### config.mk
export PLATFORM = sky130hd
export DESIGN_NAME = posit_mul_seq_flat
export DESIGN_NICKNAME = d
export VERILOG_FILES = /design/src/rtl/posit_mac_pkg.sv /design/src/rtl/posit_mul_seq_if.sv /design/src/rtl/posit_w_serializer.sv /design/src/rtl/posit_mul_seq.sv /design/src/flat_wrapper.sv
export SDC_FILE = /design/constraint.sdc
export NUM_CORES = 1
export LEC_CHECK = 0
export ABC_AREA = 0
export CORE_MARGIN = 2
export CORE_UTILIZATION = 44
export DETAILED_ROUTE_END_ITERATION = 8
export GPL_ROUTABILITY_DRIVEN = 0
export PLACE_DENSITY_LB_ADDON = 0.2
export SYNTH_ARGS = -nofsm -noshare
export SYNTH_HDL_FRONTEND = slang
export SYNTH_SLANG_ARGS = --single-unit
### constraint.sdc
create_clock -name clk -period 2.4 [get_ports clk]
set_input_delay 0.48 -clock clk [delete_from_list [all_inputs] [get_ports clk]]
set_output_delay 0.48 -clock clk [all_outputs]
set_load 0.02 [all_outputs]
### src/rtl/posit_mac_pkg.sv
// Shared definitions for the posit MAC datapath: sequencer states, widths and
// the precision legality rule used by the configuration path.
package posit_mac_pkg;

    localparam int PREC_W        = 4;
    localparam int RES_MAN_EXTRA = 4;

    typedef enum logic [1:0] {
        ST_IDLE  = 2'd0,
        ST_CFG   = 2'd1,
        ST_SHIFT = 2'd2,
        ST_WAIT  = 2'd3
    } seq_state_t;

    // A posit needs at least a sign and one regime bit, and must fit the weight bus.
    function automatic logic prec_legal(input logic [PREC_W-1:0] p, input int w_max);
        return (int'(p) >= 2) && (int'(p) <= w_max);
    endfunction

endpackage

### src/rtl/posit_mul_seq_if.sv
// Bundle of config, operand, result and multiplier-side signals of posit_mul_seq.
// slave is the sequencer's view; master is the surrounding system's view.
interface posit_mul_seq_if #(
    parameter int ACT_WIDTH = 16,
    parameter int EXP_WIDTH = 5,
    parameter int MAN_WIDTH = 10,
    parameter int W_MAX     = 8
);
    import posit_mac_pkg::*;

    logic                   cfg_valid;
    logic [PREC_W-1:0]      cfg_precision;
    logic                   cfg_err;

    logic                   in_valid;
    logic                   in_ready;
    logic [ACT_WIDTH-1:0]   in_act;
    logic [W_MAX-1:0]       in_w;

    logic                   out_valid;
    logic                   out_ready;
    logic                   out_sign;
    logic [EXP_WIDTH-1:0]   out_exp;
    logic [MAN_WIDTH+3:0]   out_man;
    logic                   out_zero;
    logic                   out_nar;
    logic                   out_timeout;

    logic [ACT_WIDTH-1:0]   mul_act;
    logic                   mul_w;
    logic                   mul_valid;
    logic                   mul_set;
    logic [PREC_W-1:0]      mul_precision;
    logic                   mul_sign;
    logic [EXP_WIDTH-1:0]   mul_exp;
    logic [MAN_WIDTH+3:0]   mul_man;
    logic                   mul_zero;
    logic                   mul_nar;
    logic                   mul_done;

    modport slave (
        input  cfg_valid, cfg_precision, in_valid, in_act, in_w, out_ready,
               mul_sign, mul_exp, mul_man, mul_zero, mul_nar, mul_done,
        output cfg_err, in_ready, out_valid, out_sign, out_exp, out_man,
               out_zero, out_nar, out_timeout,
               mul_act, mul_w, mul_valid, mul_set, mul_precision
    );

    modport master (
        output cfg_valid, cfg_precision, in_valid, in_act, in_w, out_ready,
               mul_sign, mul_exp, mul_man, mul_zero, mul_nar, mul_done,
        input  cfg_err, in_ready, out_valid, out_sign, out_exp, out_man,
               out_zero, out_nar, out_timeout,
               mul_act, mul_w, mul_valid, mul_set, mul_precision
    );

endinterface

### src/rtl/posit_w_serializer.sv
// Loads a right-aligned posit weight, left-justifies it on the active precision
// and shifts it out MSB-first while counting the remaining bits.
module posit_w_serializer
    import posit_mac_pkg::*;
#(
    parameter int W_MAX = 8
) (
    input  logic              clk,
    input  logic              rst,
    input  logic              load,
    input  logic              shift,
    input  logic [W_MAX-1:0]  w_in,
    input  logic [PREC_W-1:0] prec,
    output logic              ser_bit,
    output logic              last
);

    logic [W_MAX-1:0]  sreg_reg;
    logic [W_MAX-1:0]  aligned;
    logic [W_MAX-1:0]  shifted;
    logic [PREC_W-1:0] cnt_reg;

    // Shifting left by W_MAX-prec drops the unused upper bits and puts bit prec-1 at the MSB.
    assign aligned = w_in << (PREC_W'(W_MAX) - prec);

    generate
        for (genvar gi = 0; gi < W_MAX; gi++) begin : g_shift
            if (gi == 0) begin : g_lsb
                assign shifted[gi] = 1'b0;
            end else begin : g_up
                assign shifted[gi] = sreg_reg[gi-1];
            end
        end
    endgenerate

    always_ff @(posedge clk) begin
        if (rst) begin
            sreg_reg <= '0;
            cnt_reg  <= '0;
        end else if (load) begin
            sreg_reg <= aligned;
            cnt_reg  <= prec;
        end else if (shift) begin
            sreg_reg <= shifted;
            if (cnt_reg != '0) begin
                cnt_reg <= cnt_reg - PREC_W'(1);
            end
        end
    end

    assign ser_bit = sreg_reg[W_MAX-1];
    assign last    = (cnt_reg == PREC_W'(1));

endmodule

### src/rtl/posit_mul_seq.sv
// Sequencer for the bit-serial FP16 x posit multiplier: programs precision,
// serializes weights, captures results (or a timeout NaR) with backpressure.
module posit_mul_seq
    import posit_mac_pkg::*;
#(
    parameter int ACT_WIDTH = 16,
    parameter int EXP_WIDTH = 5,
    parameter int MAN_WIDTH = 10,
    parameter int W_MAX     = 8,
    parameter int PREC_RST  = 4,
    parameter int TIMEOUT   = 32
) (
    input  logic              clk,
    input  logic              rst,
    posit_mul_seq_if.slave    bus
);

    localparam int RES_MAN_W = MAN_WIDTH + RES_MAN_EXTRA;
    localparam int TO_W      = $clog2(TIMEOUT + 1);

    seq_state_t            state_reg;
    seq_state_t            state_next;
    logic [PREC_W-1:0]     prec_reg;
    logic [ACT_WIDTH-1:0]  act_reg;
    logic [TO_W-1:0]       to_cnt_reg;
    logic                  cfg_err_reg;
    logic                  out_valid_reg;
    logic                  out_sign_reg;
    logic [EXP_WIDTH-1:0]  out_exp_reg;
    logic [RES_MAN_W-1:0]  out_man_reg;
    logic                  out_zero_reg;
    logic                  out_nar_reg;
    logic                  out_timeout_reg;

    logic in_ready_c, mul_valid_c, mul_set_c, mul_w_c;
    logic cfg_ok, cfg_bad, accept, capture_done, capture_to;
    logic ser_bit, ser_last;

    assign cfg_ok       = (state_reg == ST_IDLE) && bus.cfg_valid &&  prec_legal(bus.cfg_precision, W_MAX);
    assign cfg_bad      = (state_reg == ST_IDLE) && bus.cfg_valid && !prec_legal(bus.cfg_precision, W_MAX);
    assign accept       = bus.in_valid && in_ready_c;
    assign capture_done = bus.mul_done && ((state_reg == ST_SHIFT) || (state_reg == ST_WAIT));
    assign capture_to   = (state_reg == ST_WAIT) && !bus.mul_done && (to_cnt_reg == TO_W'(TIMEOUT - 1));

    posit_w_serializer #(.W_MAX(W_MAX)) u_ser (
        .clk     (clk),
        .rst     (rst),
        .load    (accept),
        .shift   (state_reg == ST_SHIFT),
        .w_in    (bus.in_w),
        .prec    (prec_reg),
        .ser_bit (ser_bit),
        .last    (ser_last)
    );

    always_ff @(posedge clk) begin
        if (rst) begin
            state_reg <= ST_IDLE;
        end else begin
            state_reg <= state_next;
        end
    end

    always_comb begin
        state_next = state_reg;
        case (state_reg)
            ST_IDLE:  if (cfg_ok) state_next = ST_CFG;
                      else if (accept) state_next = ST_SHIFT;
            ST_CFG:   state_next = ST_IDLE;
            ST_SHIFT: if (bus.mul_done) state_next = ST_IDLE;
                      else if (ser_last) state_next = ST_WAIT;
            ST_WAIT:  if (capture_done || capture_to) state_next = ST_IDLE;
            default:  state_next = ST_IDLE;
        endcase
    end

    // Accepting only when the result slot is free or draining guarantees no capture is ever dropped.
    always_comb begin
        in_ready_c  = (state_reg == ST_IDLE) && !bus.cfg_valid && (!out_valid_reg || bus.out_ready);
        mul_valid_c = (state_reg == ST_SHIFT);
        mul_set_c   = (state_reg == ST_CFG);
        mul_w_c     = (state_reg == ST_SHIFT) && ser_bit;
    end

    always_ff @(posedge clk) begin
        if (rst) begin
            prec_reg        <= PREC_W'(PREC_RST);
            act_reg         <= '0;
            to_cnt_reg      <= '0;
            cfg_err_reg     <= 1'b0;
            out_valid_reg   <= 1'b0;
            out_sign_reg    <= 1'b0;
            out_exp_reg     <= '0;
            out_man_reg     <= '0;
            out_zero_reg    <= 1'b0;
            out_nar_reg     <= 1'b0;
            out_timeout_reg <= 1'b0;
        end else begin
            cfg_err_reg <= cfg_bad;
            if (cfg_ok) begin
                prec_reg <= bus.cfg_precision;
            end
            if (accept) begin
                act_reg <= bus.in_act;
            end
            if (state_reg == ST_WAIT) begin
                to_cnt_reg <= to_cnt_reg + TO_W'(1);
            end else begin
                to_cnt_reg <= '0;
            end
            if (capture_done) begin
                out_valid_reg   <= 1'b1;
                out_sign_reg    <= bus.mul_sign;
                out_exp_reg     <= bus.mul_exp;
                out_man_reg     <= bus.mul_man;
                out_zero_reg    <= bus.mul_zero;
                out_nar_reg     <= bus.mul_nar;
                out_timeout_reg <= 1'b0;
            end else if (capture_to) begin
                out_valid_reg   <= 1'b1;
                out_sign_reg    <= 1'b0;
                out_exp_reg     <= '0;
                out_man_reg     <= '0;
                out_zero_reg    <= 1'b0;
                out_nar_reg     <= 1'b1;
                out_timeout_reg <= 1'b1;
            end else if (bus.out_ready) begin
                out_valid_reg <= 1'b0;
            end
        end
    end

    assign bus.cfg_err       = cfg_err_reg;
    assign bus.in_ready      = in_ready_c;
    assign bus.out_valid     = out_valid_reg;
    assign bus.out_sign      = out_sign_reg;
    assign bus.out_exp       = out_exp_reg;
    assign bus.out_man       = out_man_reg;
    assign bus.out_zero      = out_zero_reg;
    assign bus.out_nar       = out_nar_reg;
    assign bus.out_timeout   = out_timeout_reg;
    assign bus.mul_act       = act_reg;
    assign bus.mul_w         = mul_w_c;
    assign bus.mul_valid     = mul_valid_c;
    assign bus.mul_set       = mul_set_c;
    assign bus.mul_precision = prec_reg;

endmodule

### src/flat_wrapper.sv
// flat-port wrapper written by rule: the top's interface ports become plain ports
module posit_mul_seq_flat import posit_mac_pkg::*;
#(
    parameter int ACT_WIDTH = 16,
    parameter int EXP_WIDTH = 5,
    parameter int MAN_WIDTH = 10,
    parameter int W_MAX     = 8,
    parameter int PREC_RST  = 4,
    parameter int TIMEOUT   = 32
)
  (clk, rst, bus_cfg_valid, bus_cfg_precision, bus_in_valid, bus_in_act, bus_in_w, bus_out_ready, bus_mul_sign, bus_mul_exp, bus_mul_man, bus_mul_zero, bus_mul_nar, bus_mul_done, bus_cfg_err, bus_in_ready, bus_out_valid, bus_out_sign, bus_out_exp, bus_out_man, bus_out_zero, bus_out_nar, bus_out_timeout, bus_mul_act, bus_mul_w, bus_mul_valid, bus_mul_set, bus_mul_precision);
  posit_mul_seq_if #(.ACT_WIDTH(ACT_WIDTH), .EXP_WIDTH(EXP_WIDTH), .MAN_WIDTH(MAN_WIDTH), .W_MAX(W_MAX)) bus_i ();
  input  logic clk;
  input  logic rst;
  input wire logic [$bits(bus_i.cfg_valid)-1:0] bus_cfg_valid;
  input wire logic [$bits(bus_i.cfg_precision)-1:0] bus_cfg_precision;
  input wire logic [$bits(bus_i.in_valid)-1:0] bus_in_valid;
  input wire logic [$bits(bus_i.in_act)-1:0] bus_in_act;
  input wire logic [$bits(bus_i.in_w)-1:0] bus_in_w;
  input wire logic [$bits(bus_i.out_ready)-1:0] bus_out_ready;
  input wire logic [$bits(bus_i.mul_sign)-1:0] bus_mul_sign;
  input wire logic [$bits(bus_i.mul_exp)-1:0] bus_mul_exp;
  input wire logic [$bits(bus_i.mul_man)-1:0] bus_mul_man;
  input wire logic [$bits(bus_i.mul_zero)-1:0] bus_mul_zero;
  input wire logic [$bits(bus_i.mul_nar)-1:0] bus_mul_nar;
  input wire logic [$bits(bus_i.mul_done)-1:0] bus_mul_done;
  output wire logic [$bits(bus_i.cfg_err)-1:0] bus_cfg_err;
  output wire logic [$bits(bus_i.in_ready)-1:0] bus_in_ready;
  output wire logic [$bits(bus_i.out_valid)-1:0] bus_out_valid;
  output wire logic [$bits(bus_i.out_sign)-1:0] bus_out_sign;
  output wire logic [$bits(bus_i.out_exp)-1:0] bus_out_exp;
  output wire logic [$bits(bus_i.out_man)-1:0] bus_out_man;
  output wire logic [$bits(bus_i.out_zero)-1:0] bus_out_zero;
  output wire logic [$bits(bus_i.out_nar)-1:0] bus_out_nar;
  output wire logic [$bits(bus_i.out_timeout)-1:0] bus_out_timeout;
  output wire logic [$bits(bus_i.mul_act)-1:0] bus_mul_act;
  output wire logic [$bits(bus_i.mul_w)-1:0] bus_mul_w;
  output wire logic [$bits(bus_i.mul_valid)-1:0] bus_mul_valid;
  output wire logic [$bits(bus_i.mul_set)-1:0] bus_mul_set;
  output wire logic [$bits(bus_i.mul_precision)-1:0] bus_mul_precision;
  assign bus_i.cfg_valid = bus_cfg_valid;
  assign bus_i.cfg_precision = bus_cfg_precision;
  assign bus_i.in_valid = bus_in_valid;
  assign bus_i.in_act = bus_in_act;
  assign bus_i.in_w = bus_in_w;
  assign bus_i.out_ready = bus_out_ready;
  assign bus_i.mul_sign = bus_mul_sign;
  assign bus_i.mul_exp = bus_mul_exp;
  assign bus_i.mul_man = bus_mul_man;
  assign bus_i.mul_zero = bus_mul_zero;
  assign bus_i.mul_nar = bus_mul_nar;
  assign bus_i.mul_done = bus_mul_done;
  assign bus_cfg_err = bus_i.cfg_err;
  assign bus_in_ready = bus_i.in_ready;
  assign bus_out_valid = bus_i.out_valid;
  assign bus_out_sign = bus_i.out_sign;
  assign bus_out_exp = bus_i.out_exp;
  assign bus_out_man = bus_i.out_man;
  assign bus_out_zero = bus_i.out_zero;
  assign bus_out_nar = bus_i.out_nar;
  assign bus_out_timeout = bus_i.out_timeout;
  assign bus_mul_act = bus_i.mul_act;
  assign bus_mul_w = bus_i.mul_w;
  assign bus_mul_valid = bus_i.mul_valid;
  assign bus_mul_set = bus_i.mul_set;
  assign bus_mul_precision = bus_i.mul_precision;
  posit_mul_seq #(.ACT_WIDTH(ACT_WIDTH), .EXP_WIDTH(EXP_WIDTH), .MAN_WIDTH(MAN_WIDTH), .W_MAX(W_MAX), .PREC_RST(PREC_RST), .TIMEOUT(TIMEOUT)) u_core (.clk(clk), .rst(rst), .bus(bus_i));
endmodule
==> out/metrics.csv <==
metric;value;unit
synth_xor_area_frac;0.0224;
synthAdderAreaFrac;0.0228;
grt_pass1_vias;2531;
max_slew.worst_pin.slew;831;ps
clock-sinks;65;
clock_skew;8.94;ps
setup_slack;92.7;ps
vias;2618;
syn-num-nets;361;
slew_headroom;0.445;
ctsHoldBuffers;0;
fin_util;0.697;
numCtsBuffers;9;
async_flop_share;0;
final_layout_size_suffix_gt1_frac;0.105;
grt_pass1_wl;12100;um
track_usage;0.215;
critical_path_class;input port to primary output;
port_buffers;104;
antenna_cells;0;
drv_slew;0;
final_common_cell;clkdlybuf4s50_1;
detail-route-antenna-nets;0;
grt_antenna_before_repair;0;
ys_seq_elements;65;
route.detailed.drc;0;
root_buffer;clkbuf_8;
timing.fmax;433;MHz
cts_tree;yes;
worstPathCellList;clkdlybuf4s50_1, nand2b_1, nand2_1, nor2_1, clkdlybuf4s50_1;
ys.flop_type;dfxtp_1;
final_cells;494;
ir_drop;492;uV
synth_area;2740;um^2
rsz0062_at_grt;false;
synth_compound_area_frac;0.212;
clkTransAtPathRegs;70;ps
worst_hold_path_type;flip-flop to flip-flop;
hpwlAfterDp;5140;um
cp_slowest_stage_delay;600;ps
die_h;82.9;um
dp.cells;478;
dp_slack;99.4;ps
arrival;1830;ps
hold_viol;0;
core;5960;um^2
fin_total_pwr;2.76;mW
largest_reg_flops;16;
critPathRequiredTime;1920;ps
post_dp_cell_area;3890;um^2
layout_common_cells;104 x clkdlybuf4s50_1, 63 x dfxtp_1, 42 x nand2_1;
grt_max_degree;26;
cpMostUsedCell;clkdlybuf4s50_1;
routed_wl;7180;um
rows;28;
synthCells;300;
post-route-period-util;0.961;
fin_area;4150;um^2
initial_utilization;0.460;
power_density;665;nW/um^2
highest_layer;met4;
h-tree-depth;3;
dieArea;6870;um^2
start_kind;input port;
synth_top_family_by_area;compound AO/OA/AOI/OAI gates;
yosysWarnings;0;
dr.pass1.iters;6;
synthMuxAreaShare;0.0489;
wl_met3;465;um
cp_max_fo;2;
grt-ovfl-total;0;
syn_area_per_cell;9.13;um^2
critPathTopFamily;buffers and inverters;
via_per_inst;5.30;
cts_max_path_buffers;2;
wl_met2;3360;um
synth_edf_count;0;
cp_slowest_cell;clkdlybuf4s50_1;
synth.distinct_cells;49;
boundaryPins;105;
path_buf_inv;2;
wl_met1;3180;um
synthToLayoutAreaGrowth;51.4;%
p_leak;1.57;nW
fin_crit;2310;ps
holdWs;455;ps
insertion_delay;350;ps
synth-seq-area-share;0.475;
cts_setup_buffers;0;
detail_route.wl_per_cell;14.5;um
timing.setup.tns;0;ps
end_kind;primary output;
drtIter0Drc;111;
status;finished, final reports clean;
die_x;82.9;um
setup_viol;0;
synthSimpleGateAreaFrac;0.174;
layout.nets;475;
maxCapViolations;0;
==> what timing repair did <==
item,4_1_cts,5_1_grt
gates resized for setup,0,2
endpoints found under the setup margin,0,1
hold endpoints to repair,0,0
==> synthesized netlist by cell type (2+ instances only) <==
master    count  area (um^2)
xor2_1        3         26.3
o22ai_1       6         37.5
nor3_1        6         30.0
buf_2         4         20.0
o32ai_1       2         17.5
a21oi_1      29          145
a22o_1       21          184
and3_1        4         25.0
dfxtp_1      65         1300
clkbuf_1      7         26.3
buf_4         2         15.0
nand2b_1      3         18.8
nor2b_1       2         12.5
a22oi_1       3         22.5
nor2_1       20         75.1
o21ai_2       2         17.5
a32oi_1       2         17.5
a31oi_1       3         18.8
nor3b_1       2         15.0
and2_1        2         12.5
o21ai_1       2         10.0
xnor2_1       4         35.0
or3_1         2         12.5
nand3_1       5         25.0
o21ai_0      13         65.1
ha_1          5         62.6
nand2_1      42          158
inv_1         9         33.8
mux2i_1      10          100
==> where the power goes <==
group          total, mW  leakage, nW  switching (mW)  internal, mW
registers           1.15        0.529          0.0301          1.12
logic              0.436        0.918           0.207         0.229
clock network       1.17        0.123           0.450         0.721
==> kinds of logic (layout without fill, tap and decap cells) <==
| group | after synthesis | in the layout |
|---|---|---|
| compound gates | 88 | 88 |
| xor+xnor | 7 | 7 |
| fa+ha+maj | 5 | 5 |
| buf+inv | 25 | 144 |
| flops | 65 | 65 |
| mux | 12 | 12 |
| simple gates | 98 | 98 |
==> final cells by class <==
cell class | count | area, um^2
sequential | 65 | 1300
fill | 486 | 1810
inverter | 10 | 37.5
timing repair buffer | 118 | 1150
tap | 75 | 93.8
clock inverter | 6 | 115
multi-input combinational | 210 | 1320
clock buffer | 10 | 138
==> worst min-delay path, delay by kind of cell, from the launching register on <==
kind             cells  cell delay (ps)
flip-flops           1              310
AND/OR/NAND/NOR      1               50
AO/OA/AOI/OAI        1               50
==> routing by layer <==
metal / global-route usage / up-vias
met5: 0 / -
met4: 0.0939 / 0
met3: 0.0626 / 19
met2: 0.343 / 90
met1: 0.270 / 1218
li1: - / 1291
==> worst paths after layout <==
| path | cells past startpoint | slack (ps) | start | end |
|---|---|---|---|---|
| max | 5 | 90 | bus_out_ready | bus_in_ready |
| min | 2 | 450 | u_core.bus.mul_act[12]$_SDFFE_PP0N_ | u_core.bus.mul_act[12]$_SDFFE_PP0N_ |
| max reg2reg | 6 | 250 | u_core.to_cnt_reg[0]$_SDFF_PP0_ | u_core.bus.out_man[6]$_SDFFE_PP0P_ |
| min reg2reg | 2 | 450 | u_core.bus.mul_act[12]$_SDFFE_PP0N_ | u_core.bus.mul_act[12]$_SDFFE_PP0N_ |
Power figures use the tool's default switching activity.
